[src/rtl/eq_pkg.sv]
`default_nettype none
// ============================================================================
// Module   : eq_pkg
// Purpose  : Shared FSM encoding and default sizing for the equalizer sequencer.
// Revision : 1.0 - initial release
// ============================================================================
package eq_pkg;

    localparam int c_cnt_width  = 6;
    localparam int c_num_phases = 64;
    localparam int c_num_ch     = 8;
    localparam int c_ch_width   = 3;

    typedef enum logic [0:0] {
        ST_IDLE = 1'b0,
        ST_RUN  = 1'b1
    } state_t;

endpackage : eq_pkg
`default_nettype wire

[src/rtl/phase_counter.sv]
`default_nettype none
// ============================================================================
// Module   : phase_counter
// Purpose  : Modulo-NUM_PHASES counter with enable, synchronous clear and a
//            terminal-count flag.
// Revision : 1.0 - initial release
// ============================================================================
module phase_counter
    import eq_pkg::*;
#(
    parameter int CNT_WIDTH  = c_cnt_width,
    parameter int NUM_PHASES = c_num_phases
) (
    input  logic                 clk,
    input  logic                 rst,
    input  logic                 clear,
    input  logic                 enable,
    output logic [CNT_WIDTH-1:0] count,
    output logic                 terminal
);

    localparam logic [CNT_WIDTH-1:0] c_last = CNT_WIDTH'(NUM_PHASES - 1);

    logic [CNT_WIDTH-1:0] r_count;
    logic                 w_terminal;

    // Wrap comes from the compare so NUM_PHASES below 2^CNT_WIDTH works too.
    assign w_terminal = (r_count == c_last);

    always_ff @(posedge clk) begin
        if (rst || clear) begin
            r_count <= '0;
        end else if (enable) begin
            r_count <= w_terminal ? '0 : r_count + 1'b1;
        end
    end

    assign count    = r_count;
    assign terminal = w_terminal;

endmodule : phase_counter
`default_nettype wire

[src/rtl/phase_sequencer.sv]
`default_nettype none
// ============================================================================
// Module   : phase_sequencer
// Purpose  : Sequences NUM_CH channels of NUM_PHASES phases per input sample
//            and emits phase strobes, channel index and frame-done pulse.
// Revision : 1.0 - initial release
// ============================================================================
module phase_sequencer
    import eq_pkg::*;
#(
    parameter int CNT_WIDTH  = c_cnt_width,
    parameter int NUM_PHASES = c_num_phases,
    parameter int NUM_CH     = c_num_ch,
    parameter int CH_WIDTH   = c_ch_width
) (
    input  logic                 clk,
    input  logic                 rst,
    input  logic                 clk_enable,
    input  logic                 sample_valid,
    output logic                 ready,
    output logic                 busy,
    output logic [CNT_WIDTH-1:0] current_count,
    output logic [CH_WIDTH-1:0]  channel,
    output logic                 phase_first,
    output logic                 phase_last,
    output logic                 control_phase_bar,
    output logic                 frame_done,
    output logic                 overrun
);

    localparam logic [CH_WIDTH-1:0] c_last_ch = CH_WIDTH'(NUM_CH - 1);

    state_t               r_state;
    state_t               w_state_next;
    logic [CH_WIDTH-1:0]  r_channel;
    logic                 r_frame_done;
    logic                 r_overrun;
    logic [CNT_WIDTH-1:0] w_count;
    logic                 w_terminal;
    logic                 w_run;
    logic                 w_adv;
    logic                 w_frame_end;

    assign w_run       = (r_state == ST_RUN);
    assign w_adv       = w_run && clk_enable;
    assign w_frame_end = w_adv && w_terminal && (r_channel == c_last_ch);

    // Held in clear while idle so every frame starts from phase 0.
    phase_counter #(
        .CNT_WIDTH  (CNT_WIDTH),
        .NUM_PHASES (NUM_PHASES)
    ) u_phase_counter (
        .clk      (clk),
        .rst      (rst),
        .clear    (!w_run),
        .enable   (w_adv),
        .count    (w_count),
        .terminal (w_terminal)
    );

    always_ff @(posedge clk) begin
        if (rst) begin
            r_state <= ST_IDLE;
        end else begin
            r_state <= w_state_next;
        end
    end

    always_comb begin
        w_state_next = r_state;
        case (r_state)
            ST_IDLE: if (sample_valid) w_state_next = ST_RUN;
            ST_RUN:  if (w_frame_end)  w_state_next = ST_IDLE;
            default: w_state_next = ST_IDLE;
        endcase
    end

    always_ff @(posedge clk) begin
        if (rst || !w_run) begin
            r_channel <= '0;
        end else if (w_adv && w_terminal) begin
            r_channel <= (r_channel == c_last_ch) ? '0 : r_channel + 1'b1;
        end
    end

    // A start request during a frame is dropped but remembered until reset.
    always_ff @(posedge clk) begin
        if (rst) begin
            r_frame_done <= 1'b0;
            r_overrun    <= 1'b0;
        end else begin
            r_frame_done <= w_frame_end;
            if (w_run && sample_valid) begin
                r_overrun <= 1'b1;
            end
        end
    end

    assign ready             = !w_run;
    assign busy              = w_run;
    assign current_count     = w_count;
    assign channel           = r_channel;
    assign phase_first       = w_adv && (w_count == '0);
    assign phase_last        = w_adv && w_terminal;
    assign control_phase_bar = !phase_last;
    assign frame_done        = r_frame_done;
    assign overrun           = r_overrun;

endmodule : phase_sequencer
`default_nettype wire

[config.mk]
export PLATFORM = sky130hd
export DESIGN_NAME = phase_sequencer
export DESIGN_NICKNAME = d
export VERILOG_FILES = /design/src/rtl/eq_pkg.sv /design/src/rtl/phase_counter.sv /design/src/rtl/phase_sequencer.sv
export SDC_FILE = /design/constraint.sdc
export NUM_CORES = 1
export LEC_CHECK = 0
export CAP_MARGIN = 20
export CORE_MARGIN = 2
export CORE_UTILIZATION = 40
export CTS_CLUSTER_DIAMETER = 100
export DETAILED_ROUTE_END_ITERATION = 8
export PLACE_DENSITY_LB_ADDON = 0.2
export RECOVER_POWER = 50
export SYNTH_ARGS = -nofsm -noshare
export SYNTH_HDL_FRONTEND = slang
export SYNTH_SLANG_ARGS = --single-unit
[constraint.sdc]
create_clock -name clk -period 1.9 [get_ports clk]
set_clock_uncertainty 0.15 [all_clocks]
set_input_delay 0.19 -clock clk [delete_from_list [all_inputs] [get_ports clk]]
set_output_delay 0.19 -clock clk [all_outputs]
set_load 0.005 [all_outputs]
==> impl_metrics.csv, run 1 <==
group,metric,value,unit
run_status,status,"finished, final reports clean",
synthesis,synth.distinct_cells,27,
setup_path,worstPathRequired,1.56,ns
cts,cts.sinks,12,
synthesis,syn_nets,77,
setup_path,slowest_stage,"clkdlybuf4s50_1",
synthesis,syn_area,606.8,um2
cts,cts_root_buf,"clkbuf_4",
sta,slew_violations,0,
cts,cts_hold_buf,0,
sta,slew_headroom,0.7385,
cells_and_area,area_growth,51.75,%
synthesis,synth.avg_cell_area,8.795,um2
detailed_routing,viasPerCell,5.322,
cts,cts.clk_slew.worst_paths,0.07,ns
cts,numCtsBuffers,3,
sta,setup_viol,0,
setup_path,critPathMaxFanout,3,
cells_and_area,drive_gt1_frac,0.2727,
cells_and_area,nets,109,
pwr,fin_total_pwr,0.4609,mW
synthesis,yosysWarnings,0,
cts,htree_levels,1,
sta,worst_pin_slew,0.3922,ns
setup_path,worst_setup_path_end_kind,"output pin",
pwr,vdd_drop_max,0.3561,mV
setup_path,cpPeakStageDelay,0.43,ns
synthesis,synth_seq_cells,12,
pwr,power.density,500.5,nW/um2
floorplan,initial_core_util,0.4124,
detailed_routing,ant_nets,0,
floorplan,die_y,42.95,um
detailed_routing,drt-wirelength-per-cell,12.21,um
setup_path,cp.arrival,1.50,ns
synthesis,netlist_instances,69,
floorplan,core,1471,um2
cts,clock_path_buffers,2,
grt,grt_pass1_wl,2277,um
flow_run,maxCapViolations,0,
sta,hold_viol,0,
placed_design,io_buffers,19,
setup_path,path_delay_family,"buffers and inverters",
floorplan,die_area,1845,um2
detailed_routing,finalWirelength,1404,um
cts,cts_tree,"yes",
sta,finalSetupTns,0,ns
setup_path,path_cells,"ha_2 > nand3_4 > nor2_4 > inv_2 > clkdlybuf4s50_1",
cells_and_area,diodes,0,
grt,grt_max_degree,10,
cells_and_area,fillers,128,
sta,period_share,0.9705,
sta,hold_slack,0.2609,ns
setup_path,crit_type,"reg -> out",
grt,grt_antenna_before_repair,0,
setup_path,worstSetupStartpointType,"flop",
grt,grt_pass1_vias,559,
setup_path,worst-path-buf-inv,2,
placed_design,hpwl,1006,um
floorplan,pin_count,20,
pwr,leakagePower,0.3658,nW
detailed_routing,drtIter0Drc,8,
grt,gr-total-overflow,0,
sta,period_minus_slack,1.844,ns
cells_and_area,utilization,0.6259,
floorplan,num_rows,14,
synthesis,ys_seq_area_frac,0.3959,
floorplan,die_w,42.95,um
grt,grt_use_total,0.1648,
placed_design,gp_congestion,0.8562,
sta,fmax,542.3,MHz
cts,insertion_delay,0.27,ns
sta,rsz0062_at_grt,"yes",
detailed_routing,drc,0,
detailed_routing,drtPass1Iterations,4,
detailed_routing,num_vias,612,
min_path,hold_path.class,"in -> reg",
[through the flow]
stage	cell area (um2)	std cells	setup slack, ns
finish	920.9	115	0.05599
global placement	862.1	111	-0.1017
CTS	907.1	115	0.02700
floorplan	606.8	69	0.3702
global route	920.9	115	-0.008106
detailed placement	862.1	111	-0.1299
[timing repair]
action	4_1_cts	5_1_grt
setup buffers	1	0
setup endpoints to repair	3	1
pin swaps	2	1
gates resized for setup	8	5
[cell families after synthesis]
logic type / Yosys count / synth area share
adder cells (fa/ha/maj): 4 / 0.08248
XOR/XNOR: 1 / 0.01444
flip-flops: 12 / 0.3959
multiplexers: 1 / 0.01650
buffers and inverters: 8 / 0.08658
AND/OR/NAND/NOR: 27 / 0.2495
AO/OA/AOI/OAI: 16 / 0.1547
[cell usage in the layout (no fill, tap or decap)]
cell	netlist	routed
nand2_1	5	5
nor2_1	5	4
nand2b_1	1	1
nand3_1	5	4
buf_4	2	12
o21ai_0	4	4
or4_1	1	1
a311o_2	1	1
a21oi_1	8	8
ha_1	4	3
and4_2	1	1
nor3b_1	1	1
mux2i_1	1	1
and3_1	2	2
a211oi_1	1	1
xor2_1	1	1
ha_2	0	1
inv_1	3	3
dfxtp_1	12	7
nor2_4	0	1
nor4bb_1	1	1
nand4_2	1	1
clkbuf_4	0	3
nor3_1	2	2
nand4_1	1	1
or3_1	1	1
dfxtp_2	0	5
nand3_4	0	1
a31oi_1	1	1
a311oi_1	1	1
clkdlybuf4s50_1	0	16
inv_2	1	1
dlygate4sd2_1	0	2
dlymetal6s2s_1	0	1
[cells in the mapped netlist]
cell type  instances  area share
a211oi_1           1       0.012
a21oi_1            8       0.066
a311o_2            1       0.019
a311oi_1           1       0.014
a31oi_1            1       0.010
and3_1             2       0.021
and4_2             1       0.016
buf_4              2       0.025
buf_6              2       0.037
dfxtp_1           12        0.40
ha_1               4       0.082
inv_1              3       0.019
inv_2              1      0.0062
mux2i_1            1       0.016
nand2_1            5       0.031
nand2b_1           1       0.010
nand3_1            5       0.041
nand4_1            1       0.010
nand4_2            1       0.021
nor2_1             5       0.031
nor3_1             2       0.016
nor3b_1            1       0.012
nor4bb_1           1       0.016
o21ai_0            4       0.033
or3_1              1       0.010
or4_1              1       0.012
xor2_1             1       0.014
[power breakdown]
group	internal [mW]	switching [mW]	total (mW)
clock	0.0735	0.0858	0.159
combinational	0.0260	0.0171	0.0430
sequential	0.255	0.00362	0.259
total	0.354	0.106	0.461
[per-layer routing]
| metal | vias up | track usage | part of all wire |
|---|---|---|---|
| met2 | 21 | 0.2758 | 0.47 |
| li1 | 310 | - | - |
| met1 | 278 | 0.1995 | 0.46 |
| met3 | 3 | 0.03830 | 0.058 |
| met4 | 0 | 0.07273 | 0.012 |
| met5 | - | 0 | 0 |
[tightest hold or removal path, cell delays in order]
cell and delay (ns):
dlymetal6s2s_1 0.17, buf_4 0.15, mux2i_1 0.07, nor2_1 0.08
[cell type report]
type,count,area (um2),area share
clock buffers,3,22.52,0.02446
inverters,4,15.01,0.01630
multi-input cells,49,336.6,0.3655
flip-flops and latches,12,246.5,0.2677
well taps,16,20.02,0.02174
repair buffers,31,280.3,0.3043
[flip-flops by register name (all words and copies together) (netlist names)]
name,count
u_phase_counter.count,6
channel,3
busy,1
frame_done,1
overrun,1
[final timing paths]
check | start | end | slack (ns) | cells past startpoint
worst max register to register | u_phase_counter.count[0] | u_phase_counter.count[0] | 0.29 | 5
worst min register to register | overrun | overrun | 0.33 | 2
worst max-delay path | u_phase_counter.count[1] | control_phase_bar | 0.06 | 5
worst min-delay path | clk_enable | u_phase_counter.count[1] | 0.26 | 4
(Power assumes the default switching activity.)
==> inputs of run 2 (changes only) <==
--- a/config.mk
+++ b/config.mk
@@ -8,6 +8,7 @@
 export CAP_MARGIN = 20
 export CORE_MARGIN = 2
 export CORE_UTILIZATION = 40
+export CTS_BUF_LIST = sky130_fd_sc_hd__clkbuf_2 sky130_fd_sc_hd__clkbuf_4 sky130_fd_sc_hd__clkbuf_8
 export CTS_CLUSTER_DIAMETER = 100
 export DETAILED_ROUTE_END_ITERATION = 8
 export PLACE_DENSITY_LB_ADDON = 0.2
==> results of run 2 <==
Final layout, timing and power as in run 1 (identical DEF).
